--- config.mk ---
export PLATFORM = sky130hd
export DESIGN_NAME = ticket_payout_flat
export DESIGN_NICKNAME = d
export VERILOG_FILES = /design/src/rtl/ticket_pkg.sv /design/src/rtl/ticket_payout_if.sv /design/src/rtl/payout_fifo.sv /design/src/rtl/ticket_payout.sv /design/src/flat_wrapper.sv
export SDC_FILE = /design/constraint.sdc
export NUM_CORES = 1
export LEC_CHECK = 0
export BUFFER_PORTS_ARGS = -buffer_cell sky130_fd_sc_hd__buf_2
export CELL_PAD_IN_SITES_DETAIL_PLACEMENT = 2
export CELL_PAD_IN_SITES_GLOBAL_PLACEMENT = 2
export CORE_AREA = 2 2 85 63
export CTS_CLUSTER_DIAMETER = 40
export CTS_CLUSTER_SIZE = 20
export DETAILED_ROUTE_END_ITERATION = 6
export DIE_AREA = 0 0 87 65
export PLACE_DENSITY_LB_ADDON = 0.1
export SETUP_SLACK_MARGIN = 0.02
export SYNTH_ARGS = -nofsm -noshare
export SYNTH_HDL_FRONTEND = slang
export SYNTH_SLANG_ARGS = --single-unit
--- constraint.sdc ---
create_clock -name clk -period 6.11 [get_ports clk]
set_input_delay 1.222 -clock clk [delete_from_list [all_inputs] [get_ports clk]]
set_output_delay 1.222 -clock clk [all_outputs]
set_load 0.01 [all_outputs]
--- src/rtl/ticket_pkg.sv ---
// ticket_pkg: items shared by the ticket payout block.
// Contents:
//   - The payout FSM state enum. Its encoding is visible on the st debug output.
//   - The coin denominations, which are 2 units and 1 unit.
//   - Default values for the COIN_GAP and TKT_TIMEOUT parameters.
//   - Helper functions that split an amount into a coin count and pick the
//     next coin state.
package ticket_pkg;

  typedef enum logic [2:0] {
    ST_IDLE  = 3'd0,
    ST_LOAD  = 3'd1,
    ST_PRINT = 3'd2,
    ST_COIN2 = 3'd3,
    ST_COIN1 = 3'd4,
    ST_GAP   = 3'd5
  } state_e;

  localparam int COIN2_VAL = 2;
  localparam int COIN1_VAL = 1;

  localparam int DEF_COIN_GAP    = 3;
  localparam int DEF_TKT_TIMEOUT = 20;

  // Number of 2-unit coins for a 3-bit amount. The divisor is a constant,
  // so this reduces to a shift.
  function automatic logic [1:0] coins2_of(input logic [2:0] amount);
    return 2'(32'(amount) / COIN2_VAL);
  endfunction

  // Number of 1-unit coins left after the 2-unit coins are paid.
  function automatic logic coins1_of(input logic [2:0] amount);
    return 1'((32'(amount) % COIN2_VAL) / COIN1_VAL);
  endfunction

  // Coin ordering: every 2-unit coin is paid first, then the 1-unit coin,
  // then the FSM returns to idle.
  function automatic state_e next_coin(input logic [1:0] n2, input logic n1);
    if (n2 != 2'd0) return ST_COIN2;
    else if (n1) return ST_COIN1;
    else return ST_IDLE;
  endfunction

endpackage

--- src/rtl/ticket_payout_if.sv ---
// ticket_payout_if: groups the signals between the ticket FSM, the printer
// and the coin hopper around the ticket_payout block.
// Optional feature macro: PAYOUT_SALES_COUNT_EN. When it is defined, the
// interface also carries sales_cnt.
//
// Signals:
//   y          ticket-issued level. Its rising edge queues one transaction.
//   re[2:0]    change owed. It is sampled only in the cycle y rises.
//   tkt_ack    printer acknowledge.
//   tkt_fire   print request.
//   coin2_fire one-cycle pulse that ejects one 2-unit coin.
//   coin1_fire one-cycle pulse that ejects one 1-unit coin.
//   busy       high while a transaction is active or queued.
//   ovf        one-cycle pulse when a capture is dropped.
//   fault      sticky printer-timeout flag.
//   st[2:0]    current FSM state, for debug.
//
// Print handshake: tkt_fire is a request that stays high until the cycle in
// which tkt_ack is seen high at a rising edge, or until the timeout expires.
// The transfer completes on that edge and tkt_fire is low in the next cycle.
// tkt_ack has no meaning while tkt_fire is low.
interface ticket_payout_if;
  logic       y;
  logic [2:0] re;
  logic       tkt_ack;
  logic       tkt_fire;
  logic       coin2_fire;
  logic       coin1_fire;
  logic       busy;
  logic       ovf;
  logic       fault;
  logic [2:0] st;
`ifdef PAYOUT_SALES_COUNT_EN
  logic [15:0] sales_cnt;

  modport master (
    output y, re, tkt_ack,
    input  tkt_fire, coin2_fire, coin1_fire, busy, ovf, fault, st, sales_cnt
  );
  modport slave (
    input  y, re, tkt_ack,
    output tkt_fire, coin2_fire, coin1_fire, busy, ovf, fault, st, sales_cnt
  );
`else
  modport master (
    output y, re, tkt_ack,
    input  tkt_fire, coin2_fire, coin1_fire, busy, ovf, fault, st
  );
  modport slave (
    input  y, re, tkt_ack,
    output tkt_fire, coin2_fire, coin1_fire, busy, ovf, fault, st
  );
`endif
endinterface

--- src/rtl/payout_fifo.sv ---
// payout_fifo: synchronous FIFO with 2 entries of W bits. It holds the
// amounts owed for queued transactions.
// Ports:
//   clk, rst  clock and synchronous active-high reset. Reset empties the FIFO.
//   push_i    write din_i. The caller must only push when the FIFO is not
//             full, or when it pops in the same cycle.
//   pop_i     drop the head entry. The caller must only pop when the FIFO is
//             not empty.
//   din_i     data to write.
//   dout_o    head entry. It is valid while empty_o is low.
//   full_o    high when 2 entries are held.
//   empty_o   high when no entries are held.
module payout_fifo #(
  parameter int W = 3
) (
  input  logic         clk,
  input  logic         rst,
  input  logic         push_i,
  input  logic         pop_i,
  input  logic [W-1:0] din_i,
  output logic [W-1:0] dout_o,
  output logic         full_o,
  output logic         empty_o
);

  logic [W-1:0] mem_q [2];
  logic         wr_ptr_q;
  logic         rd_ptr_q;
  logic [1:0]   cnt_q;

  always_ff @(posedge clk) begin
    if (rst) begin
      mem_q[0] <= '0;
      mem_q[1] <= '0;
      wr_ptr_q <= 1'b0;
      rd_ptr_q <= 1'b0;
      cnt_q    <= 2'd0;
    end else begin
      if (push_i) begin
        mem_q[wr_ptr_q] <= din_i;
        wr_ptr_q        <= ~wr_ptr_q;
      end
      if (pop_i) rd_ptr_q <= ~rd_ptr_q;
      // When the FIFO is full, a push and a pop in the same cycle leave the
      // count unchanged. The new data goes into the slot being vacated.
      case ({push_i, pop_i})
        2'b10:   cnt_q <= cnt_q + 2'd1;
        2'b01:   cnt_q <= cnt_q - 2'd1;
        default: cnt_q <= cnt_q;
      endcase
    end
  end

  assign dout_o  = mem_q[rd_ptr_q];
  assign full_o  = (cnt_q == 2'd2);
  assign empty_o = (cnt_q == 2'd0);

endmodule

--- src/rtl/ticket_payout.sv ---
// ticket_payout: pays out a ticket plus the change owed. A rising edge on y
// queues the amount re. Each queued transaction then produces:
//   - one print request (tkt_fire), followed by
//   - one 2-unit coin pulse per 2 units of change, then
//   - one 1-unit coin pulse if the change is odd.
// After every coin pulse the FSM stays idle for COIN_GAP cycles.
// Optional feature macro: PAYOUT_SALES_COUNT_EN. When it is defined, the
// block also drives sales_cnt, a saturating count of completed print phases.
// Ports:
//   clk        single clock. All logic runs on its rising edge.
//   rst        synchronous active-high reset. It abandons any payout in
//              progress.
//   bus        ticket_payout_if.slave. Carries y, re, tkt_ack in and
//              tkt_fire, coin2_fire, coin1_fire, busy, ovf, fault, st
//              (and sales_cnt when enabled) out.
// Parameters:
//   COIN_GAP     idle cycles after each coin pulse (1..15).
//   TKT_TIMEOUT  maximum number of cycles tkt_fire waits for tkt_ack (2..255).
module ticket_payout
  import ticket_pkg::*;
#(
  parameter int COIN_GAP    = DEF_COIN_GAP,
  parameter int TKT_TIMEOUT = DEF_TKT_TIMEOUT
) (
  input logic            clk,
  input logic            rst,
  ticket_payout_if.slave bus
);

  localparam logic [3:0] GAP_LAST = 4'(COIN_GAP - 1);
  localparam logic [7:0] TMO_LAST = 8'(TKT_TIMEOUT - 1);

  // Capture and queue
  logic       y_q;
  logic       cap;
  logic       push;
  logic       pop;
  logic [2:0] fifo_dout;
  logic       fifo_full;
  logic       fifo_empty;

  // Only the rising edge of y counts, so a level held high queues once.
  assign cap = bus.y & ~y_q;
  // When the FIFO is full, a capture is accepted only if the FSM pops in the
  // same cycle.
  assign push = cap & (~fifo_full | pop);

  payout_fifo #(.W(3)) u_fifo (
    .clk     (clk),
    .rst     (rst),
    .push_i  (push),
    .pop_i   (pop),
    .din_i   (bus.re),
    .dout_o  (fifo_dout),
    .full_o  (fifo_full),
    .empty_o (fifo_empty)
  );

  // FSM and counters
  state_e     state_q, state_d;
  logic [2:0] cur_re_q, cur_re_d;
  logic [1:0] n2_q, n2_d;
  logic       n1_q, n1_d;
  logic [3:0] gap_q, gap_d;
  logic [7:0] tmo_q, tmo_d;
  logic       print_exit;
  logic       tmo_hit;

  always_comb begin
    state_d    = state_q;
    cur_re_d   = cur_re_q;
    n2_d       = n2_q;
    n1_d       = n1_q;
    gap_d      = gap_q;
    tmo_d      = tmo_q;
    pop        = 1'b0;
    print_exit = 1'b0;
    tmo_hit    = 1'b0;
    case (state_q)
      ST_IDLE: begin
        if (!fifo_empty) begin
          pop      = 1'b1;
          cur_re_d = fifo_dout;
          state_d  = ST_LOAD;
        end
      end
      ST_LOAD: begin
        n2_d    = coins2_of(cur_re_q);
        n1_d    = coins1_of(cur_re_q);
        tmo_d   = 8'd0;
        state_d = ST_PRINT;
      end
      ST_PRINT: begin
        // A timeout is handled like an ack, so the change is still paid.
        // If tkt_ack arrives in the last cycle, the ack wins and no fault
        // is raised.
        if (bus.tkt_ack || (tmo_q == TMO_LAST)) begin
          print_exit = 1'b1;
          tmo_hit    = ~bus.tkt_ack;
          state_d    = next_coin(n2_q, n1_q);
        end else begin
          tmo_d = tmo_q + 8'd1;
        end
      end
      ST_COIN2: begin
        n2_d    = n2_q - 2'd1;
        gap_d   = 4'd0;
        state_d = ST_GAP;
      end
      ST_COIN1: begin
        n1_d    = 1'b0;
        gap_d   = 4'd0;
        state_d = ST_GAP;
      end
      ST_GAP: begin
        if (gap_q == GAP_LAST) state_d = next_coin(n2_q, n1_q);
        else gap_d = gap_q + 4'd1;
      end
      default: state_d = ST_IDLE;
    endcase
  end

  // Registered outputs
  logic tkt_fire_q;
  logic coin2_fire_q;
  logic coin1_fire_q;
  logic ovf_q;
  logic fault_q;

  always_ff @(posedge clk) begin
    if (rst) begin
      y_q          <= 1'b0;
      state_q      <= ST_IDLE;
      cur_re_q     <= 3'd0;
      n2_q         <= 2'd0;
      n1_q         <= 1'b0;
      gap_q        <= 4'd0;
      tmo_q        <= 8'd0;
      tkt_fire_q   <= 1'b0;
      coin2_fire_q <= 1'b0;
      coin1_fire_q <= 1'b0;
      ovf_q        <= 1'b0;
      fault_q      <= 1'b0;
    end else begin
      y_q          <= bus.y;
      state_q      <= state_d;
      cur_re_q     <= cur_re_d;
      n2_q         <= n2_d;
      n1_q         <= n1_d;
      gap_q        <= gap_d;
      tmo_q        <= tmo_d;
      // Each fire output is decoded from the next state, so it is exactly
      // the registered image of "currently in that state".
      tkt_fire_q   <= (state_d == ST_PRINT);
      coin2_fire_q <= (state_d == ST_COIN2);
      coin1_fire_q <= (state_d == ST_COIN1);
      ovf_q        <= cap & fifo_full & ~pop;
      fault_q      <= fault_q | tmo_hit;
    end
  end

  assign bus.tkt_fire   = tkt_fire_q;
  assign bus.coin2_fire = coin2_fire_q;
  assign bus.coin1_fire = coin1_fire_q;
  assign bus.ovf        = ovf_q;
  assign bus.fault      = fault_q;
  assign bus.busy       = (state_q != ST_IDLE) | ~fifo_empty;
  assign bus.st         = state_q;

`ifdef PAYOUT_SALES_COUNT_EN
  logic [15:0] sales_q;

  always_ff @(posedge clk) begin
    if (rst) sales_q <= 16'd0;
    else if (print_exit && (sales_q != 16'hFFFF)) sales_q <= sales_q + 16'd1;
  end

  assign bus.sales_cnt = sales_q;
`endif

endmodule

--- src/flat_wrapper.sv ---
// flat-port wrapper written by rule: the top's interface ports become plain ports
module ticket_payout_flat import ticket_pkg::*;
#(
  parameter int COIN_GAP    = DEF_COIN_GAP,
  parameter int TKT_TIMEOUT = DEF_TKT_TIMEOUT
)
  (clk, rst, bus_y, bus_re, bus_tkt_ack, bus_tkt_fire, bus_coin2_fire, bus_coin1_fire, bus_busy, bus_ovf, bus_fault, bus_st);
  ticket_payout_if bus_i ();
  input logic clk;
  input logic rst;
  input wire logic [$bits(bus_i.y)-1:0] bus_y;
  input wire logic [$bits(bus_i.re)-1:0] bus_re;
  input wire logic [$bits(bus_i.tkt_ack)-1:0] bus_tkt_ack;
  output wire logic [$bits(bus_i.tkt_fire)-1:0] bus_tkt_fire;
  output wire logic [$bits(bus_i.coin2_fire)-1:0] bus_coin2_fire;
  output wire logic [$bits(bus_i.coin1_fire)-1:0] bus_coin1_fire;
  output wire logic [$bits(bus_i.busy)-1:0] bus_busy;
  output wire logic [$bits(bus_i.ovf)-1:0] bus_ovf;
  output wire logic [$bits(bus_i.fault)-1:0] bus_fault;
  output wire logic [$bits(bus_i.st)-1:0] bus_st;
  assign bus_i.y = bus_y;
  assign bus_i.re = bus_re;
  assign bus_i.tkt_ack = bus_tkt_ack;
  assign bus_tkt_fire = bus_i.tkt_fire;
  assign bus_coin2_fire = bus_i.coin2_fire;
  assign bus_coin1_fire = bus_i.coin1_fire;
  assign bus_busy = bus_i.busy;
  assign bus_ovf = bus_i.ovf;
  assign bus_fault = bus_i.fault;
  assign bus_st = bus_i.st;
  ticket_payout #(.COIN_GAP(COIN_GAP), .TKT_TIMEOUT(TKT_TIMEOUT)) u_core (.clk(clk), .rst(rst), .bus(bus_i));
endmodule
==> run summary, run 1 <==
Status: complete, no violations
DP Wirelength: 3.495 mm
Width of the chip: 87 um
ANT nets after route: 0
Drt via density: 5.453
Antenna violations before repair: 0
# port buffers: 15
Final worst-path cycle share: 48.06%
Post-CTS Setup Bufs: 0
Slew margin rel.: 47.01%
Pins over their slew limit: 0
Unique cell type count in the Yosys netlist: 46
CTS tree: done
Sink Count: 37
Worst Skew: 0.004415 ns
Core Footprint: 0.004927 mm2
R2R setup slack: 3.72 ns
Pleak: 0.7471 nW
Seq/Total Area, Yosys: 44.17%
Fill cells: 538
Mapped Cells: 201
Wire length per cell: 17.20 um
Grt ovf: 0
Ys async rst share: 0%
Worst Path Required: 4.89 ns
Fin Hold WS: 0.4871 ns
Die Ht: 65 um
Worst slew pin tran: 0.7888 ns
First-pass GRT wire length: 8.024 mm
Dominant synthesized flop cell: dfxtp_1
Fmax: 340.6 MHz
Yosys warns: 0
Max-cap violation count: 0
Clk buf depth: 2
Minimum clock period: 2.936 ns
GPL Wtd Cong: 0.8024
Peak supply drop: 0.1008 mV
Dpl ws: 3.452 ns
Final Net Count: 226
Crit. End Element: output pin
Htree depth: 2
Avg Inst Size Synth: 9.020 um2
Post-synthesis compound-gate area fraction: 16.22%
Finished Layout Cells: 276
Multi-input combinational cell area: 948.4 um2
Final wirelength: 4.747 mm
Final setup fails: 0
Min-Delay Path Class: reg -> reg
Portion of netlist area occupied by mux cells: 2.208%
# IOs: 16
Initial Util: 36.80%
Main combinational cell family by area after synthesis: simple AND/OR/NAND/NOR gates
Synth Cell Area: 0.001813 mm2
Row cnt: 22
Storage element area: 800.8 um2
Placement Cell Area: 0.001929 mm2
1st-pass router iterations: 4
Cell area after layout: 0.002019 mm2
DRT iter0 DRCs: 36
Crit path max fanout: 12
Total Power: 0.5089 mW
# DRC: 0
Synth Register Bits: 37
Crit path arrival time: 1.71 ns
Vias in the first global route: 1600
Placed Cells: 268
Area Growth Syn to Fin: 11.39%
Root Buffer: clkbuf_8
Clk Latency, worst-skew pair: 0.28 ns
Hold-fix buffers, CTS: 0
Worst Slack Setup Final: 3.174 ns
Critical Path Source Type: flop
Post-Synth XOR/XNOR Area: 3.865%
Via count: 1505
WS Path Type: reg -> out
Final Hold Fails: 0
Total GRT Usage: 18.64%
Clock-pin slew on the worst setup and hold paths: 0.07 ns
RSZ-0062 raised after global routing: false
Pin count of the biggest net entering global routing: 30
Simple-gate portion of the synthesized area: 27.26%
Layout cell share with drive strength beyond 1: 13.43%
Post-cts sizing count: 0
Cts bufs inserted: 5
Die Area: 0.005655 mm2
Syn_nets: 212
ANT cells: 0
Aggregate negative setup slack: 0 ns
Post-synth EDFFs: 6
Synthesized-area fraction occupied by adder cells: 2.761%
Final core utilization: 40.99%
PwrDens: 252.0 mW/mm2
-- state kept, by name (all words and copies together) (netlist names) --
name,count
u_core.bus.ovf,1
u_core.cur_re_q,3
u_core.u_fifo.mem_q,6
u_core.tmo_q,8
u_core.u_fifo.wr_ptr_q,1
u_core.bus.tkt_fire,1
u_core.y_q,1
u_core.bus.st,3
u_core.gap_q,4
u_core.bus.fault,1
u_core.bus.coin1_fire,1
u_core.n2_q,2
u_core.bus.coin2_fire,1
u_core.u_fifo.cnt_q,2
u_core.u_fifo.rd_ptr_q,1
u_core.n1_q,1
-- where the power goes --
part	leakage (nW)	internal (mW)	total, mW	switching [mW]
sequential	0.315	0.258	0.270	0.0116
clock	0.0455	0.0920	0.176	0.0843
combinational	0.387	0.0239	0.0628	0.0389
total	0.747	0.374	0.509	0.135
-- cells in the mapped netlist (2+ instances only) --
cell	count	area, um2
a21oi_1	10	50.05
xnor2_1	5	43.79
nor2b_1	5	31.28
nand3_1	8	40.04
a2111oi_0	2	17.52
ha_1	4	50.05
nand4_1	2	12.51
a21oi_2	2	17.52
dfxtp_1	31	620.6
and3_1	2	12.51
mux2i_1	4	40.04
a21o_1	2	15.01
o21ai_0	3	15.01
inv_1	8	30.03
nor2_1	35	131.4
and2_1	8	50.05
nor3b_1	3	22.52
nor4_1	4	25.02
xor2_1	3	26.28
o21ai_1	2	10.01
nand2_1	9	33.78
a211oi_1	5	37.54
clkbuf_1	5	18.77
nor3_1	8	40.04
buf_2	3	15.01
edfxtp_1	6	180.2
nand2b_1	3	18.77
-- layer usage --
layer  GRT usage [%]  wire (um)  vias to the layer above  share of wire [%]
li1                -          -                      736                  -
met1           25.04       2439                      749                 51
met2           29.96       2145                       16                 45
met3           4.586        120                        4                2.5
met4           4.688         42                        0               0.88
met5               0          0                        -                  0
-- layout by cell type, fill, tap and decap left out, drive strengths merged, types with 3 or more instances in the layout --
| master | Yosys | final |
|---|---|---|
| a211oi | 5 | 5 |
| a21oi | 12 | 12 |
| and2 | 8 | 8 |
| buf | 3 | 15 |
| clkbuf | 5 | 8 |
| dfxtp | 31 | 31 |
| edfxtp | 6 | 6 |
| ha | 4 | 4 |
| inv | 8 | 8 |
| mux2i | 4 | 4 |
| nand2 | 9 | 9 |
| nand2b | 3 | 3 |
| nand3 | 8 | 8 |
| nor2 | 35 | 35 |
| nor2b | 5 | 5 |
| nor3 | 8 | 8 |
| nor3b | 3 | 3 |
| nor4 | 5 | 5 |
| o21ai | 5 | 5 |
| xnor2 | 5 | 5 |
| xor2 | 3 | 3 |
-- cell type report --
type / instances / area share, %
sequential: 37 / 39.65
tap: 60 / 3.717
clock buffer: 8 / 4.461
inverter: 8 / 1.487
multi-input combinational: 148 / 46.96
timing repair buffer: 15 / 3.717
-- worst max-delay path, stage by stage (launching register included) --
cell and delay [ns]:
dfxtp_1 0.46, nor3_1 0.72, nand2_1 0.09, buf_2 0.17
-- final timing paths --
kind	startpoint	end	cells past startpoint
worst max-delay path	u_core.bus.st[2]	bus_busy	3
worst min register to register	u_core.bus.fault	u_core.bus.fault	2
worst max register to register	u_core.bus.st[2]	u_core.u_fifo.mem_q[1][1]	4
worst min-delay path	u_core.bus.fault	u_core.bus.fault	2
-- cells by family (layout without fill, tap and decap cells) --
family	after synthesis	after routing
fa+ha+maj	4	4
simple gates	95	95
compound gates	37	37
flops	37	37
mux	4	4
buf+inv	16	31
xor+xnor	8	8
Power figures use the tool's default switching activity.
==> inputs of run 2 (changes only) <==
CORE_AREA = 2 2 88 65   (was 2 2 85 63)
DIE_AREA = 0 0 90 67   (was 0 0 87 65)
clock period = 2.8 ns   (was 6.11 ns; I/O delays follow)
==> run summary, run 2 (synthesized netlist as in run 1, its figures left out) <==
Status: complete, no violations
Clk Latency, worst-skew pair: 0.29 ns
Min-Delay Path Class: reg -> reg
CP max-delay cell: dfxtp_1
Crit path arrival time: 2.52 ns
# port buffers: 15
# DRC: 0
Layout cell share with drive strength beyond 1: 15.45%
Cell Chain, Critical Path: or3b_4 > a21oi_2 > a22oi_4 > nor4_2 > a311oi_1 > a41o_1
Worst Slack Setup Final: 0.4690 ns
Wire length per cell: 15.96 um
Grt ovf: 0
GPL Wtd Cong: 0.8325
Fill cells: 571
Drt via density: 5.140
Final setup fails: 0
ANT cells: 0
Final wirelength: 4.660 mm
Largest registers: u_core.tmo_q (8), u_core.u_fifo.mem_q (6), u_core.gap_q (4)
DRT iter0 DRCs: 64
Fmax: 429.0 MHz
Vias in the first global route: 1603
Cts bufs inserted: 5
Antenna violations before repair: 0
Final worst-path cycle share: 83.25%
Die Ht: 67 um
Minimum clock period: 2.331 ns
Htree depth: 2
First-pass GRT wire length: 8.100 mm
Via count: 1501
Crit-path max cell delay: 0.62 ns
WS Path Type: reg -> reg
DRT met1 WL: 2.425 mm
Worst setup path start: u_core.bus.st[1]
Width of the chip: 90 um
Worst Path Required: 2.99 ns
Hold Crit Start: u_core.cur_re_q[1]
Hold-fix buffers, CTS: 0
Final Net Count: 230
Largest Register: u_core.tmo_q
Pins over their slew limit: 0
Die Area: 0.006030 mm2
Worst R2R Start: u_core.bus.st[1]
Top Layer Used: met4
Max-cap violation count: 0
Commonest cells after routing, fill and taps aside: nor2_1, dfxtp_1, buf_2
Clock-pin slew on the worst setup and hold paths: 0.07 ns
Post-cts sizing count: 0
PwrDens: 576.2 mW/mm2
Worst slew pin tran: 0.7301 ns
Final Hold Fails: 0
Routed wl met2: 2.038 mm
Pleak: 0.7808 nW
Core Footprint: 0.005120 mm2
DP Wirelength: 3.533 mm
Post-CTS Setup Bufs: 0
Dpl ws: 0.4694 ns
DR WL met3: 162 um
Critical path buffer and inverter count: 0
Root Buffer: clkbuf_8
Sink Count: 37
Clk buf depth: 2
Commonest non-fill, non-tap cell in the layout: nor2_1
Total Power: 1.205 mW
Total GRT Usage: 17.30%
Aggregate negative setup slack: 0 ns
Max reg flops: 8
Area Growth Syn to Fin: 15.32%
Worst Skew: 0.008945 ns
1st-pass router iterations: 4
Crit. End Element: flop
Crit path max fanout: 13
Initial Util: 35.41%
Slew margin rel.: 51.33%
Critical Path Source Type: flop
RSZ-0062 raised after global routing: false
CTS tree: done
Pin count of the biggest net entering global routing: 30
ANT nets after route: 0
Family with the most delay on the worst path: simple AND/OR/NAND/NOR gates
Peak supply drop: 0.1752 mV
# IOs: 16
Row cnt: 22
[run 2: changes by cell type in the layout (fill, tap and decap cells not counted)]
cell	before	now
bufinv_16	0	1
buf_4	0	4
clkbuf_1	2	1
[run 2: final timing paths]
check	cells past startpoint	to	slack [ns]
worst min-delay path	2	u_core.n2_q[0]	0.50
worst max-delay path	6	u_core.tmo_q[6]	0.47
worst max register to register	6	u_core.tmo_q[6]	0.47
worst min register to register	2	u_core.n2_q[0]	0.50
[run 2: stage by stage]
stage | cell area [um2] | std cells | hold slack [ns] | utilization, %
6_report | 2091 | 292 | 0.4988 | 40.84
5_1_grt | 2091 | 292 | 0.5426 | 40.84
4_1_cts | 2091 | 292 | 0.5077 | 40.84
3_5_place_dp | 1974 | 284 | 0.4875 | 38.56
2_1_floorplan | 1813 | 201 | 0.4635 | -
3_3_place_gp | 1974 | 284 | 0.4799 | 38.56
[run 2: area by class of cell]
| type | count | area [um2] | share of cell area (%) |
|---|---|---|---|
| Sequential cell | 37 | 800.8 | 38.30 |
| Inverter | 8 | 30.03 | 1.436 |
| Multi-Input combinational cell | 148 | 948.4 | 45.36 |
| Timing Repair Buffer | 19 | 105.1 | 5.027 |
| Tap cell | 72 | 90.09 | 4.309 |
| Clock buffer | 7 | 86.33 | 4.129 |
| Clock inverter | 1 | 30.03 | 1.436 |
[run 2: where the power goes]
part	switching [mW]	total [mW]	internal [mW]
sequential	0.0244	0.588	0.563
combinational	0.0858	0.141	0.0549
clock	0.186	0.476	0.290
total	0.296	1.20	0.909
[run 2: layer usage]
layer	global-route usage, %	up-vias
met3	5.090	5
met4	3.462	0
met2	27.91	14
met1	23.19	738
li1	-	744
met5	0	-
[run 2: worst min-delay path, stage by stage (launching register included)]
cell and delay, ns:
dfxtp_1 0.31, nand3b_1 0.08, a21oi_1 0.06
